--- src/rtl/seven_seg_scan_driver_pkg.sv ---
// Shared 7-segment definitions: active-high lit patterns in {A,B,C,D,E,F,G} order
// (A is bit 6, G is bit 0), reused by every display block.
package seven_seg_scan_driver_pkg;

    localparam logic [6:0] SEG7_OFF = 7'h00;

    localparam logic [6:0] SEG7_HEX [16] = '{
        7'h7E, 7'h30, 7'h6D, 7'h79, 7'h33, 7'h5B, 7'h5F, 7'h70,
        7'h7F, 7'h7B, 7'h77, 7'h1F, 7'h4E, 7'h3D, 7'h4F, 7'h47
    };

    function automatic logic [6:0] seg7_lit(input logic [3:0] nibble);
        return SEG7_HEX[nibble];
    endfunction

endpackage

--- src/rtl/seven_seg_scan_driver_if.sv ---
// Display-side bundle: hex word, load strobe, live per-digit controls, and the pin outputs.
interface seven_seg_scan_driver_if #(
    parameter int NUM_DIGITS = 4
);
    logic [4*NUM_DIGITS-1:0] value;
    logic                    load;
    logic [NUM_DIGITS-1:0]   digit_en;
    logic [NUM_DIGITS-1:0]   dp_in;
    logic [6:0]              seg;
    logic                    dp;
    logic [NUM_DIGITS-1:0]   an;
    logic                    frame_done;

    modport master (
        output value, load, digit_en, dp_in,
        input  seg, dp, an, frame_done
    );

    modport slave (
        input  value, load, digit_en, dp_in,
        output seg, dp, an, frame_done
    );
endinterface

--- src/rtl/seven_seg_scan_driver_hex_to_seg7.sv ---
// Combinational hex nibble to active-high 7-segment pattern.
module hex_to_seg7
    import seven_seg_scan_driver_pkg::*;
(
    input  logic [3:0] nibble,
    output logic [6:0] seg
);
    assign seg = seg7_lit(nibble);
endmodule

--- src/rtl/seven_seg_scan_driver.sv ---
// Time-multiplexed 7-segment scan driver with dead-time, blanking, leading-zero
// suppression and a frame-aligned double buffer.
module seven_seg_scan_driver
    import seven_seg_scan_driver_pkg::*;
#(
    parameter int NUM_DIGITS     = 4,
    parameter int SCAN_DIV       = 50000,
    parameter bit SEG_ACTIVE_LOW = 1'b1,
    parameter bit DIG_ACTIVE_LOW = 1'b1,
    parameter bit BLANK_LEADING  = 1'b1
)(
    input logic                   clk,
    input logic                   reset_n,
    seven_seg_scan_driver_if.slave bus
);
    localparam int PRE_W = $clog2(SCAN_DIV);
    localparam int IDX_W = (NUM_DIGITS > 1) ? $clog2(NUM_DIGITS) : 1;
    localparam logic [PRE_W-1:0] SLOT_LAST = PRE_W'(SCAN_DIV - 1);
    localparam logic [IDX_W-1:0] IDX_LAST  = IDX_W'(NUM_DIGITS - 1);
    localparam logic [6:0]            SEG_OFF_PIN = SEG_ACTIVE_LOW ? 7'h7F : 7'h00;
    localparam logic [NUM_DIGITS-1:0] AN_OFF_PIN  = DIG_ACTIVE_LOW ? '1 : '0;

    logic [PRE_W-1:0]        slot;
    logic [IDX_W-1:0]        idx;
    logic [4*NUM_DIGITS-1:0] staging;
    logic [4*NUM_DIGITS-1:0] shadow;
    logic                    pending;
    logic                    dead;
    logic                    boundary;

    assign dead     = (slot == '0);
    assign boundary = dead && (idx == '0);

    always_ff @(posedge clk or negedge reset_n) begin
        if (!reset_n) begin
            slot <= '0;
            idx  <= '0;
        end else if (slot == SLOT_LAST) begin
            slot <= '0;
            idx  <= (idx == IDX_LAST) ? '0 : idx + 1'b1;
        end else begin
            slot <= slot + 1'b1;
        end
    end

    // A load landing on the boundary bypasses staging so it shows in that same frame.
    always_ff @(posedge clk or negedge reset_n) begin
        if (!reset_n) begin
            staging <= '0;
            shadow  <= '0;
            pending <= 1'b0;
        end else if (boundary) begin
            if (bus.load) begin
                shadow  <= bus.value;
                staging <= bus.value;
            end else if (pending) begin
                shadow <= staging;
            end
            pending <= 1'b0;
        end else if (bus.load) begin
            staging <= bus.value;
            pending <= 1'b1;
        end
    end

    logic [3:0]            nib [NUM_DIGITS];
    logic [NUM_DIGITS-1:0] lz_mask;
    logic                  zero_run;

    // Leading zeros are judged from the shadow word alone; digit 0 always shows.
    always_comb begin
        zero_run = 1'b1;
        lz_mask  = '0;
        for (int i = NUM_DIGITS - 1; i >= 0; i--) begin
            nib[i]   = shadow[4*i +: 4];
            zero_run = zero_run && (nib[i] == 4'h0);
            if (i > 0) lz_mask[i] = BLANK_LEADING && zero_run;
        end
    end

    logic [3:0]            cur_nib;
    logic [6:0]            cur_pat;
    logic                  lit;
    logic [6:0]            seg_lit;
    logic [NUM_DIGITS-1:0] an_hot;

    assign cur_nib = nib[idx];

    hex_to_seg7 u_hex_to_seg7 (
        .nibble (cur_nib),
        .seg    (cur_pat)
    );

    assign lit     = !dead && bus.digit_en[idx] && !lz_mask[idx];
    assign seg_lit = lit ? cur_pat : SEG7_OFF;

    always_comb begin
        an_hot = '0;
        for (int i = 0; i < NUM_DIGITS; i++) begin
            an_hot[i] = !dead && (idx == IDX_W'(i));
        end
    end

    logic [6:0]            seg_p1;
    logic                  dp_p1;
    logic [NUM_DIGITS-1:0] an_p1;
    logic                  frame_done_p1;

    // ---- output register stage ----
    always_ff @(posedge clk or negedge reset_n) begin
        if (!reset_n) begin
            seg_p1        <= SEG_OFF_PIN;
            dp_p1         <= SEG_ACTIVE_LOW;
            an_p1         <= AN_OFF_PIN;
            frame_done_p1 <= 1'b0;
        end else begin
            seg_p1        <= SEG_ACTIVE_LOW ? ~seg_lit : seg_lit;
            dp_p1         <= (lit && bus.dp_in[idx]) ^ SEG_ACTIVE_LOW;
            an_p1         <= DIG_ACTIVE_LOW ? ~an_hot : an_hot;
            frame_done_p1 <= boundary;
        end
    end

    assign bus.seg        = seg_p1;
    assign bus.dp         = dp_p1;
    assign bus.an         = an_p1;
    assign bus.frame_done = frame_done_p1;

endmodule

--- src/flat_wrapper.sv ---
// flat-port wrapper written by rule: the top's interface ports become plain ports
module seven_seg_scan_driver_flat import seven_seg_scan_driver_pkg::*;
#(
    parameter int NUM_DIGITS     = 4,
    parameter int SCAN_DIV       = 50000,
    parameter bit SEG_ACTIVE_LOW = 1'b1,
    parameter bit DIG_ACTIVE_LOW = 1'b1,
    parameter bit BLANK_LEADING  = 1'b1
)
  (clk, reset_n, bus_value, bus_load, bus_digit_en, bus_dp_in, bus_seg, bus_dp, bus_an, bus_frame_done);
  seven_seg_scan_driver_if #(.NUM_DIGITS(NUM_DIGITS)) bus_i ();
  input logic clk;
  input logic reset_n;
  input wire logic [$bits(bus_i.value)-1:0] bus_value;
  input wire logic [$bits(bus_i.load)-1:0] bus_load;
  input wire logic [$bits(bus_i.digit_en)-1:0] bus_digit_en;
  input wire logic [$bits(bus_i.dp_in)-1:0] bus_dp_in;
  output wire logic [$bits(bus_i.seg)-1:0] bus_seg;
  output wire logic [$bits(bus_i.dp)-1:0] bus_dp;
  output wire logic [$bits(bus_i.an)-1:0] bus_an;
  output wire logic [$bits(bus_i.frame_done)-1:0] bus_frame_done;
  assign bus_i.value = bus_value;
  assign bus_i.load = bus_load;
  assign bus_i.digit_en = bus_digit_en;
  assign bus_i.dp_in = bus_dp_in;
  assign bus_seg = bus_i.seg;
  assign bus_dp = bus_i.dp;
  assign bus_an = bus_i.an;
  assign bus_frame_done = bus_i.frame_done;
  seven_seg_scan_driver #(.NUM_DIGITS(NUM_DIGITS), .SCAN_DIV(SCAN_DIV), .SEG_ACTIVE_LOW(SEG_ACTIVE_LOW), .DIG_ACTIVE_LOW(DIG_ACTIVE_LOW), .BLANK_LEADING(BLANK_LEADING)) u_core (.clk(clk), .reset_n(reset_n), .bus(bus_i));
endmodule
--- config.mk ---
export PLATFORM = sky130hd
export DESIGN_NAME = seven_seg_scan_driver_flat
export DESIGN_NICKNAME = d
export VERILOG_FILES = /design/src/rtl/seven_seg_scan_driver_pkg.sv /design/src/rtl/seven_seg_scan_driver_if.sv /design/src/rtl/seven_seg_scan_driver_hex_to_seg7.sv /design/src/rtl/seven_seg_scan_driver.sv /design/src/flat_wrapper.sv
export SDC_FILE = /design/constraint.sdc
export NUM_CORES = 1
export LEC_CHECK = 0
export CAP_MARGIN = 20
export CORE_MARGIN = 2
export CORE_UTILIZATION = 41
export CTS_CLUSTER_DIAMETER = 100
export DETAILED_ROUTE_END_ITERATION = 6
export PLACE_DENSITY = 0.62
export SLEW_MARGIN = 40
export SYNTH_ARGS = -nofsm -noshare
export SYNTH_HDL_FRONTEND = slang
export SYNTH_SLANG_ARGS = --single-unit
--- constraint.sdc ---
create_clock -name clk -period 3 [get_ports clk]
set_clock_uncertainty 0.1 [all_clocks]
set_input_delay 0.6 -clock clk [delete_from_list [all_inputs] [get_ports clk]]
set_output_delay 0.6 -clock clk [all_outputs]
set_load 0.005 [all_outputs]
==> metrics <==
gr ovfl total=0; WP data arrival=2.39 ns; status=completed; Core ar.=0.007137 sq mm; Max Cap Viol=0; TritonCTS Buffers=9; Seq cells post-synth=64; vias per cell=4.966; # setup viols final=0; Total Routed Length=~5600 um; sequential area share after synthesis=0.5424; setup repair bufs after CTS=0; Least-Margin Pin Slew=~0.62 ns; Sink Count=64; via count=1907; Clock Pin Slew Worst Setup and Hold Paths=approximately 0.070 ns; antenna violations before repair=0; period utilization=0.7569; IR drop worst, VDD=0.2457 mV; # diodes=0; critical-path cell list=inv_1 > ha_1 > nor4b_2 > nand4_2 > nor3_4 > buf_4 > mux2_2; CP Launch Point=u_core.slot[0]$_DFF_PN0_; clock buffer depth=2; Die Span Y=roughly 90 um; number of flops mapped to enable cells by yosys=0; vias in the first global route=1857; Tmin final=roughly 2.3 ns; Final nets=approximately 320; Post-Syn Nets=271; CP max stage cell=dfrtp_1; Synth cell types=38; Post-synth ARST share=1.000; yosys warns=0; dpl cells=368; routed len/inst=around 15 um; Crit Path Category=reg2reg; H-tree depth=3; Static Leakage=1.569 nW; kind of cell adding the most delay to the critical path=simple AND/OR/NAND/NOR gates; Syn Area/Cell=~13 sq um; final setup TNS=0 ns; Initial Utilization=0.4176; Port-buffer cells=39; Final ANT Viol Nets=0; Layout Cells excl Fill=between 300 and 400; Post-CTS Hold Fix Bufs=0; HPWL Detailed=about 4000 um; worst min path class=in2async; Bufs and invs on worst path=2; clock root cell=clkbuf_8; largest net degree at the start of global routing=27; Rel. slew slack=0.5842; post-cts sizing count=0; Initial DRC Count=~120; first-pass GRT wire length=9342 um; Final Util=0.5205; Mapped Cells=roughly 230; main flop type after synthesis=dfrtp_1; Fmax=440.4 MHz; ratio of cells with drive above 1 in the final layout=0.2386; TritonCTS clock tree=yes; Startpoint Class=flop; Die Area=around 0.008 sq mm; # IOs=40; Critical Path End Type=flop; Worst-Skew Late Latency=roughly 0.34 ns; drt drc=0; Worst Path Max Fanout=16; CP required=approximately 3.1 ns; Mapped Area=~0.0030 sq mm; max-slew violation count=0; worst stage delay on the critical path=around 0.42 ns; All-Layer GR Usage=0.1592; P&R area growth vs syn=24.64%; drt first pass iters=4; Cell Pwr Density=approximately 530 mW/mm^2; RD Place Congestion=about 0.8; RSZ-0062 raised after global routing=false; Final Power=between 1.5 and 2 mW; Rows=31; reg2reg start=u_core.slot[0]$_DFF_PN0_; Die Width=just under 90 um; Hold Vio Cnt, Final=0
[final cells by class]
type | count | area, sq um
Sequential cell | 64 | 1617
Fill cell | 664 | 3422
Clock inverter | 3 | 65.06
Timing Repair Buffer | 45 | 430.4
Multi-Input combinational cell | 149 | 1279
Clock buffer | 13 | 158.9
Tap cell | 99 | 123.9
Inverter | 11 | 41.29
[placed cells by master (no fill, tap or decap), drive strengths merged, types with 2 or more instances in the layout]
cell type / count
xor2: 6
mux2i: 2
o21ai: 4
a21oi: 6
nor3: 8
inv: 11
mux4: 6
nor4: 7
clkdlybuf4s50: 38
nor2: 17
mux2: 33
a221o: 2
dfrtp: 52
clkbuf: 13
xnor2: 7
nand2: 11
and2: 3
nand3: 7
nand4: 5
bufinv: 2
nand2b: 2
dfstp: 12
ha: 12
a211o: 2
buf: 7
[per-stage QoR]
stage          instance area, sq um  setup WS [ns]  hold slack, ns
6_report                       3715         0.7294          0.1425
5_1_grt                        3715         0.5475          0.1818
4_1_cts                        3715         0.6965          0.1518
3_5_place_dp                   3491         0.6445          0.3831
3_3_place_gp                   3491         0.6844          0.3793
2_1_floorplan                  2980         0.7250          0.2044
[layer usage]
layer,global-route usage,up-vias,routed length [um]
met3,0.03324,12,247
met2,0.2269,46,2438
met5,0,-,0
met4,0.09634,0,150
met1,0.2228,928,2755
li1,-,921,-
[power breakdown]
part | internal, mW | switching, mW
combinational | 0.110 | 0.0811
clock | 0.513 | 0.327
sequential | 0.922 | 0.0225
[cell usage after synthesis, types with 3 or more instances]
| library cell | instances | share of area |
|---|---|---|
| nand3_1 | 7 | 0.012 |
| ha_1 | 12 | 0.050 |
| nand4_1 | 4 | 0.0084 |
| nor4_1 | 5 | 0.010 |
| nand2_1 | 11 | 0.014 |
| mux2_1 | 10 | 0.038 |
| buf_2 | 5 | 0.0084 |
| inv_1 | 11 | 0.014 |
| xor2_1 | 6 | 0.018 |
| a21oi_1 | 6 | 0.010 |
| xnor2_1 | 7 | 0.021 |
| dfstp_2 | 12 | 0.11 |
| mux4_2 | 6 | 0.045 |
| dfrtp_1 | 52 | 0.44 |
| mux2_2 | 23 | 0.087 |
| nor2_1 | 17 | 0.021 |
| nor3_1 | 7 | 0.012 |
| and2_1 | 3 | 0.0063 |
| o21ai_0 | 4 | 0.0067 |
[cells by family after synthesis]
family	Yosys count	synth area share
adders and majority gates	12	0.05038
and+or+nand+nor	64	0.1184
xor gates and xnor gates	13	0.03820
DFF	64	0.5424
AOI/OAI and AO/OA	19	0.04535
buffers and inverters	19	0.02854
muxes	41	0.1767
[worst paths after layout]
path                                                 end  slack [ns]  cells after the start
setup / recovery            u_core.shadow[3]$_DFFE_PN0P_        0.73                      7
hold / removal                  u_core.slot[0]$_DFF_PN0_        0.14                      1
setup reg to reg            u_core.shadow[3]$_DFFE_PN0P_        0.73                      7
hold reg to reg            u_core.staging[5]$_DFFE_PN0P_        0.40                      1
max in group asynchronous    u_core.bus.seg[0]$_DFF_PN1_        1.90                      2
min in group clk           u_core.staging[5]$_DFFE_PN0P_        0.40                      1
[state kept, by name, indices dropped and copies added (netlist names)]
register	cells
u_core.bus.seg	7
u_core.pending	1
u_core.shadow	16
u_core.bus.an	4
u_core.idx	2
u_core.staging	16
u_core.slot	16
u_core.bus.dp	1
u_core.bus.frame_done	1
Power figures use the tool's default switching activity.
